**src/rtl/loader_pkg.sv**
```systemverilog
// loader_pkg -- shared definitions for the program_loader block.
//   START_BYTE     : frame start marker (0xA5)
//   LEN_W          : width of the little-endian length field (16 bits)
//   loader_state_t : loader FSM states
//   length_ok()    : frame length acceptance rule (non-zero and fits in memory)
// Optional feature macro: PROGRAM_LOADER_CHECKSUM_EN adds the CHECK state.
package loader_pkg;

  localparam logic [7:0] START_BYTE = 8'hA5;
  localparam int         LEN_W      = 16;

  typedef enum logic [2:0] {
    IDLE,
    LEN_LO,
    LEN_HI,
    CLEAR,
    DATA,
`ifdef PROGRAM_LOADER_CHECKSUM_EN
    CHECK,
`endif
    DONE,
    ERROR
  } loader_state_t;

  function automatic logic length_ok(input logic [LEN_W-1:0] len, input int unsigned limit);
    return (len != '0) && (32'(len) <= limit);
  endfunction

endpackage

```
**src/rtl/loader_timeout.sv**
```systemverilog
// loader_timeout -- inter-byte gap watchdog.
// Ports:
//   clk     : clock, rising edge
//   reset   : asynchronous active-high reset
//   enable  : count idle cycles only while high; counter is cleared when low
//   kick    : a byte arrived this cycle, restart the gap count
//   expired : high in the cycle that is the TIMEOUT_CYCLES-th consecutive
//             enabled cycle without a kick
module loader_timeout #(
  parameter int TIMEOUT_CYCLES = 100000
) (
  input  logic clk,
  input  logic reset,
  input  logic enable,
  input  logic kick,
  output logic expired
);

  localparam int GAP_W = (TIMEOUT_CYCLES > 1) ? $clog2(TIMEOUT_CYCLES) : 1;
  localparam logic [GAP_W-1:0] GAP_LAST = GAP_W'(TIMEOUT_CYCLES - 1);

  // gap_reg holds the number of idle cycles already seen before this one,
  // so the current idle cycle is the last allowed one when it equals GAP_LAST.
  logic [GAP_W-1:0] gap_reg;

  assign expired = enable && !kick && (gap_reg == GAP_LAST);

  always_ff @(posedge clk or posedge reset) begin
    if (reset) begin
      gap_reg <= '0;
    end else if (!enable || kick || expired) begin
      gap_reg <= '0;
    end else begin
      gap_reg <= gap_reg + GAP_W'(1);
    end
  end

endmodule

```
**src/rtl/program_loader.sv**
```systemverilog
// program_loader -- receives a framed program image over a byte stream and
// writes it into program memory while holding the CPU in reset.
// Frame: 0xA5, LEN_LO, LEN_HI, LEN payload bytes [, checksum byte].
// Optional feature macro: PROGRAM_LOADER_CHECKSUM_EN -- a modulo-256 sum of the
// payload follows the payload and is verified before load_done.
// Ports:
//   clk           : clock, rising edge
//   reset         : asynchronous active-high reset
//   rx_valid      : one-cycle strobe, rx_data holds a received byte
//   rx_data       : received byte
//   write_enable  : program-memory byte write strobe (registered)
//   write_data    : byte to write
//   write_address : byte address of the write (upper 16 bits always 0)
//   clear_mem     : one-cycle program-memory clear pulse
//   cpu_hold      : holds the core in reset while a load is in progress
//   load_done     : one-cycle pulse on successful load
//   load_error    : sticky error flag, cleared by the next start byte
module program_loader
  import loader_pkg::*;
#(
  parameter int MEM_BYTES      = 1024,
  parameter int TIMEOUT_CYCLES = 100000
) (
  input  logic        clk,
  input  logic        reset,
  input  logic        rx_valid,
  input  logic [7:0]  rx_data,
  output logic        write_enable,
  output logic [7:0]  write_data,
  output logic [31:0] write_address,
  output logic        clear_mem,
  output logic        cpu_hold,
  output logic        load_done,
  output logic        load_error
);

  localparam int unsigned MEM_LIMIT = MEM_BYTES;

`ifdef PROGRAM_LOADER_CHECKSUM_EN
  localparam loader_state_t PAYLOAD_END = CHECK;
`else
  localparam loader_state_t PAYLOAD_END = DONE;
`endif

  loader_state_t    state_reg, state_next;
  logic [7:0]       len_lo_reg;
  logic [LEN_W-1:0] len_reg;
  logic [LEN_W-1:0] count_reg;
  // The write stage below doubles as the one-entry holding register: a byte
  // that arrives during CLEAR is captured here and presented to memory in
  // the first DATA cycle, after the clear pulse has been issued.
  logic             we_reg;
  logic [7:0]       wdata_reg;
  logic [LEN_W-1:0] waddr_reg;
  logic             error_reg;
`ifdef PROGRAM_LOADER_CHECKSUM_EN
  logic [7:0]       sum_reg;
`endif

  logic accept;
  logic start_seen;
  logic payload_last;
  logic timer_en;
  logic timer_expired;

  assign start_seen   = rx_valid && (rx_data == START_BYTE);
  assign payload_last = (count_reg + LEN_W'(1)) == len_reg;
  assign timer_en     = !(state_reg inside {IDLE, DONE, ERROR});

  loader_timeout #(
    .TIMEOUT_CYCLES(TIMEOUT_CYCLES)
  ) u_timeout (
    .clk     (clk),
    .reset   (reset),
    .enable  (timer_en),
    .kick    (rx_valid),
    .expired (timer_expired)
  );

  always_comb begin
    state_next = state_reg;
    accept     = 1'b0;
    case (state_reg)
      IDLE, ERROR: begin
        if (start_seen) state_next = LEN_LO;
      end
      LEN_LO: begin
        if (rx_valid) state_next = LEN_HI;
      end
      LEN_HI: begin
        if (rx_valid) begin
          state_next = length_ok({rx_data, len_lo_reg}, MEM_LIMIT) ? CLEAR : ERROR;
        end
      end
      CLEAR: begin
        accept     = rx_valid;
        state_next = DATA;
      end
      DATA: begin
        if (count_reg == len_reg) begin
          // Whole payload already taken (single byte captured during CLEAR).
`ifdef PROGRAM_LOADER_CHECKSUM_EN
          if (rx_valid) state_next = (rx_data == sum_reg) ? DONE : ERROR;
          else          state_next = CHECK;
`else
          state_next = DONE;
`endif
        end else if (rx_valid) begin
          accept = 1'b1;
          if (payload_last) state_next = PAYLOAD_END;
        end
      end
`ifdef PROGRAM_LOADER_CHECKSUM_EN
      CHECK: begin
        if (rx_valid) state_next = (rx_data == sum_reg) ? DONE : ERROR;
      end
`endif
      DONE: begin
        state_next = IDLE;
      end
      default: begin
        state_next = IDLE;
      end
    endcase
    if (timer_expired) state_next = ERROR;
  end

  always_ff @(posedge clk or posedge reset) begin
    if (reset) begin
      state_reg  <= IDLE;
      len_lo_reg <= '0;
      len_reg    <= '0;
      count_reg  <= '0;
      we_reg     <= 1'b0;
      wdata_reg  <= '0;
      waddr_reg  <= '0;
      error_reg  <= 1'b0;
`ifdef PROGRAM_LOADER_CHECKSUM_EN
      sum_reg    <= '0;
`endif
    end else begin
      state_reg <= state_next;
      we_reg    <= accept;

      if (state_reg == LEN_LO && rx_valid) len_lo_reg <= rx_data;

      if (state_reg == LEN_HI) begin
        count_reg <= '0;
`ifdef PROGRAM_LOADER_CHECKSUM_EN
        sum_reg   <= '0;
`endif
        if (rx_valid) len_reg <= {rx_data, len_lo_reg};
      end

      if (accept) begin
        wdata_reg <= rx_data;
        waddr_reg <= count_reg;
        count_reg <= count_reg + LEN_W'(1);
`ifdef PROGRAM_LOADER_CHECKSUM_EN
        sum_reg   <= sum_reg + rx_data;
`endif
      end

      if (state_next == ERROR && state_reg != ERROR) begin
        error_reg <= 1'b1;
      end else if (start_seen && (state_reg == IDLE || state_reg == ERROR)) begin
        error_reg <= 1'b0;
      end
    end
  end

  assign write_enable  = we_reg;
  assign write_data    = wdata_reg;
  assign write_address = {{(32-LEN_W){1'b0}}, waddr_reg};
  assign clear_mem     = (state_reg == CLEAR);
  assign cpu_hold      = !(state_reg inside {IDLE, ERROR});
  assign load_done     = (state_reg == DONE);
  assign load_error    = error_reg;

endmodule

```
**config.mk**
```make
export PLATFORM = sky130hd
export DESIGN_NAME = program_loader
export DESIGN_NICKNAME = d
export VERILOG_FILES = /design/src/rtl/loader_pkg.sv /design/src/rtl/loader_timeout.sv /design/src/rtl/program_loader.sv
export SDC_FILE = /design/constraint.sdc
export NUM_CORES = 1
export LEC_CHECK = 0
export ABC_CLOCK_PERIOD_IN_PS = 2400
export CAP_MARGIN = 10
export CORE_MARGIN = 1
export CORE_UTILIZATION = 45
export CTS_CLUSTER_DIAMETER = 120
export DETAILED_ROUTE_END_ITERATION = 10
export PLACE_DENSITY = 0.69
export SETUP_SLACK_MARGIN = 0.1
export SLEW_MARGIN = 20
export SYNTH_ARGS = -nofsm -noshare
export SYNTH_HDL_FRONTEND = slang
export SYNTH_HIERARCHICAL = 1
export SYNTH_SLANG_ARGS = --single-unit
```
**constraint.sdc**
```tcl
create_clock -name clk -period 2.4 [get_ports clk]
set_input_delay 0.36 -clock clk [delete_from_list [all_inputs] [get_ports clk]]
set_output_delay 0.36 -clock clk [all_outputs]
set_load 0.02 [all_outputs]
```
==> impl_metrics.csv <==
group,metric,value,unit
status,outcome,"complete, but fails checks",
status,violations,"setup timing",
worst_setup_path,crit_fanout,17,
timing,finalMaxSlewViolations,0,
floorplanning,fp-row-count,36,
detailed_routing,viasPerCell,5.55,
clock_tree,cts_root_buf,"clkbuf_8",
detailed_routing,drtIter0Drc,251,
final_layout,utilization,58.4,%
synthesis,synth.avg_cell_area,11.1,sq um
placed_design,place_ws,-0.199,ns
placed_design,port_buffers,39,
clock_tree,cts-buffers-inserted,9,
global_routing,grt_pass1_vias,3247,
timing,worst_pin_slew,0.664,ns
synthesis,ys_seq_elements,86,
worst_setup_path,rrSetupSlack,-0.21,ns
detailed_routing,drc,0,
synthesis,synthArstFlopShare,100,%
synthesis,syn_inst,413,
timing,whs,0.340,ns
final_layout,nFillCells,824,
worst_setup_path,cp.arrival,2.88,ns
worst_setup_path,r2r-start,"count_reg[7]",
floorplanning,ios,56,
clock_tree,cts_hold_buffers,0,
clock_tree,clkSinkCount,86,
floorplanning,core_area,0.00986,sq mm
global_routing,antenna_found_initial,0,
timing,tns,-6.94,ns
synthesis,yosysSeqAreaShare,46.8,%
synthesis,yosysUniqueCellTypes,54,
final_layout,nets,516,
floorplanning,die_x,103,um
timing,hold_violations,0,
synthesis,synth_edf_count,0,
final_layout,largest_register_ffs,17,
power,p_leak,2.57,nW
worst_hold_path,hold_path.class,"in2async",
final_layout,multiInputGateArea,0.00228,sq mm
timing,relSlewSlack,55.7,%
worst_setup_path,reg2reg_to,"waddr_reg[8]",
detailed_routing,ant_nets,0,
worst_setup_path,required,2.67,ns
clock_tree,h-tree-depth,3,
floorplanning,die_height,103,um
flow_run,cap_violations,0,
synthesis,yosysWarnings,6,
floorplanning,die-area,0.0106,sq mm
timing,rsz0062_at_grt,"yes",
timing,fmax,383,MHz
global_routing,grt_max_degree,34,
clock_tree,tritoncts,"yes",
worst_setup_path,cp-start-kind,"flip-flop",
final_layout,areaGrowthSynthToFinish,25.1,%
clock_tree,clockBufferDepth,2,
global_routing,gr-total-overflow,0,
worst_setup_path,critPathCaptureType,"flip-flop",
power,p_per_area,917,mW/mm^2
worst_setup_path,r2r_cells,7,
final_layout,regArea,0.00215,sq mm
final_layout,n_antenna_cell,0,
floorplanning,start_util,46.7,%
clock_tree,worstSkewPairLatency,0.38,ns
detailed_routing,routedWlPerCell,16.7,um
timing,fin_crit_sh,109,%
global_routing,grt_pass1_wl,17.1,mm
timing,fin_crit,2.61,ns
placed_design,hpwl,7.62,mm
detailed_routing,drt_pass1_iterations,7,
worst_setup_path,critical_path_class,"reg2reg",
detailed_routing,wl,10.7,mm
timing,worst_slack,-0.208,ns
timing,setup_viol,41,
synthesis,ys.flop_type,"dfrtp_1",
clock_tree,clk_pin_slew,0.10,ns
final_layout,drive_above_1_share,28.5,%
global_routing,grt_use_total,21.6,%
placed_design,routabilityCongestion,0.890,
synthesis,synth_area,0.00460,sq mm
detailed_routing,vias,3557,
timing,worst_clock_skew,0.0144,ns
power,irDropWorstVdd,0.000635,V
cell type report:
class | instances | share of cell area [%]
Multi-Input combinational cell | 295 | 39.5
Sequential cell | 86 | 37.4
Timing Repair Buffer | 101 | 15.6
Tap cell | 133 | 2.89
Clock buffer | 9 | 2.15
Clock inverter | 7 | 1.80
Inverter | 10 | 0.652
stage by stage:
stage	area (sq um)	cells	power, mW
after floorplan	4680	428	3.34
after global placement	5430	621	4.00
after detailed placement	5430	621	4.05
after CTS	5710	639	5.28
after global routing	5760	641	5.56
final	5760	641	5.28
worst max path at each step:
stage | from | end | depth (start not counted) | slack [ns]
final | count_reg[7] | waddr_reg[8] | 7 | -0.21
after global routing | count_reg[7] | waddr_reg[6] | 7 | -0.27
after global placement | rx_data[0] | state_reg[0] | 8 | -0.16
after floorplan | count_reg[7] | waddr_reg[0] | 8 | -0.30
after CTS | count_reg[7] | waddr_reg[6] | 7 | -0.21
after detailed placement | count_reg[7] | waddr_reg[5] | 7 | -0.20
kinds of logic after synthesis:
family                   synth area share (%)
adder cells (fa/ha/maj)                 0.544
buffers and inverters                    6.66
other                                  0.0815
XOR/XNOR                                 7.59
multiplexers                             13.5
AND/OR/NAND/NOR                          14.6
flip-flops                               46.8
AO/OA/AOI/OAI                            10.3
critical path: stages, from the launching register on:
cell	delay (ns)
dfrtp_1	0.41
xor2_2	0.18
or4_1	0.51
or4_4	0.44
o21a_4	0.22
o21ai_4	0.19
buf_12	0.20
mux2_2	0.34
cells in the mapped netlist (2+ instances only):
cell type | number | area share, %
or4_4 | 2 | 0.49
xnor2_1 | 17 | 3.2
nand2_1 | 23 | 1.9
dfrtp_1 | 86 | 47
and4_1 | 2 | 0.38
buf_12 | 2 | 0.87
mux2_2 | 27 | 6.6
mux2_4 | 21 | 6.9
nand3_1 | 17 | 1.8
o31ai_1 | 14 | 2.3
nor3b_1 | 2 | 0.33
ha_1 | 2 | 0.54
buf_4 | 16 | 2.6
or4b_1 | 2 | 0.44
o311ai_0 | 3 | 0.57
nand4_1 | 10 | 1.4
inv_1 | 10 | 0.82
o2111ai_1 | 2 | 0.38
o21ai_0 | 10 | 1.1
buf_2 | 3 | 0.33
a21oi_1 | 12 | 1.3
and3_1 | 7 | 0.95
nor4_1 | 6 | 0.82
o211ai_1 | 12 | 2.0
xor2_1 | 21 | 4.0
nor2b_1 | 3 | 0.41
or4_1 | 3 | 0.49
nor3_1 | 7 | 0.76
buf_6 | 3 | 0.73
nor2_1 | 27 | 2.2
a211oi_1 | 2 | 0.33
or3_1 | 6 | 0.82
clkbuf_1 | 12 | 0.98
what timing repair did:
action | 4_1_cts | 5_1_grt
cloned | 1 | 0
endpoints found under the setup margin | 44 | 44
setup buffers | 1 | 2
gates resized for setup | 12 | 7
pin swaps | 1 | 7
metal layers:
metal	wire [um]	up-vias	share of wire (%)	GRT usage, %
met5	0	-	0	0
met4	236	0	2.2	8.23
met3	516	23	4.8	4.07
met2	4920	139	46	32.6
met1	5040	1745	47	30.9
li1	-	1650	-	-
where the power goes:
| group | leakage, nW | internal [mW] | total [mW] | switching [mW] |
|---|---|---|---|---|
| clock | 0.108 | 0.598 | 1.18 | 0.580 |
| combinational | 1.33 | 1.07 | 2.09 | 1.02 |
| sequential | 1.13 | 1.74 | 2.01 | 0.270 |
cell usage in the layout (no fill, tap or decap), drive strengths merged, types with 14 or more instances in the layout:
master,n
xor2,22
nand2,23
conb,16
mux2,48
o31ai,14
xnor2,17
dfrtp,86
nor2,27
buf,62
nand3,17
clkdlybuf4s50,38
Note: power is estimated with default switching activity, not from simulation.
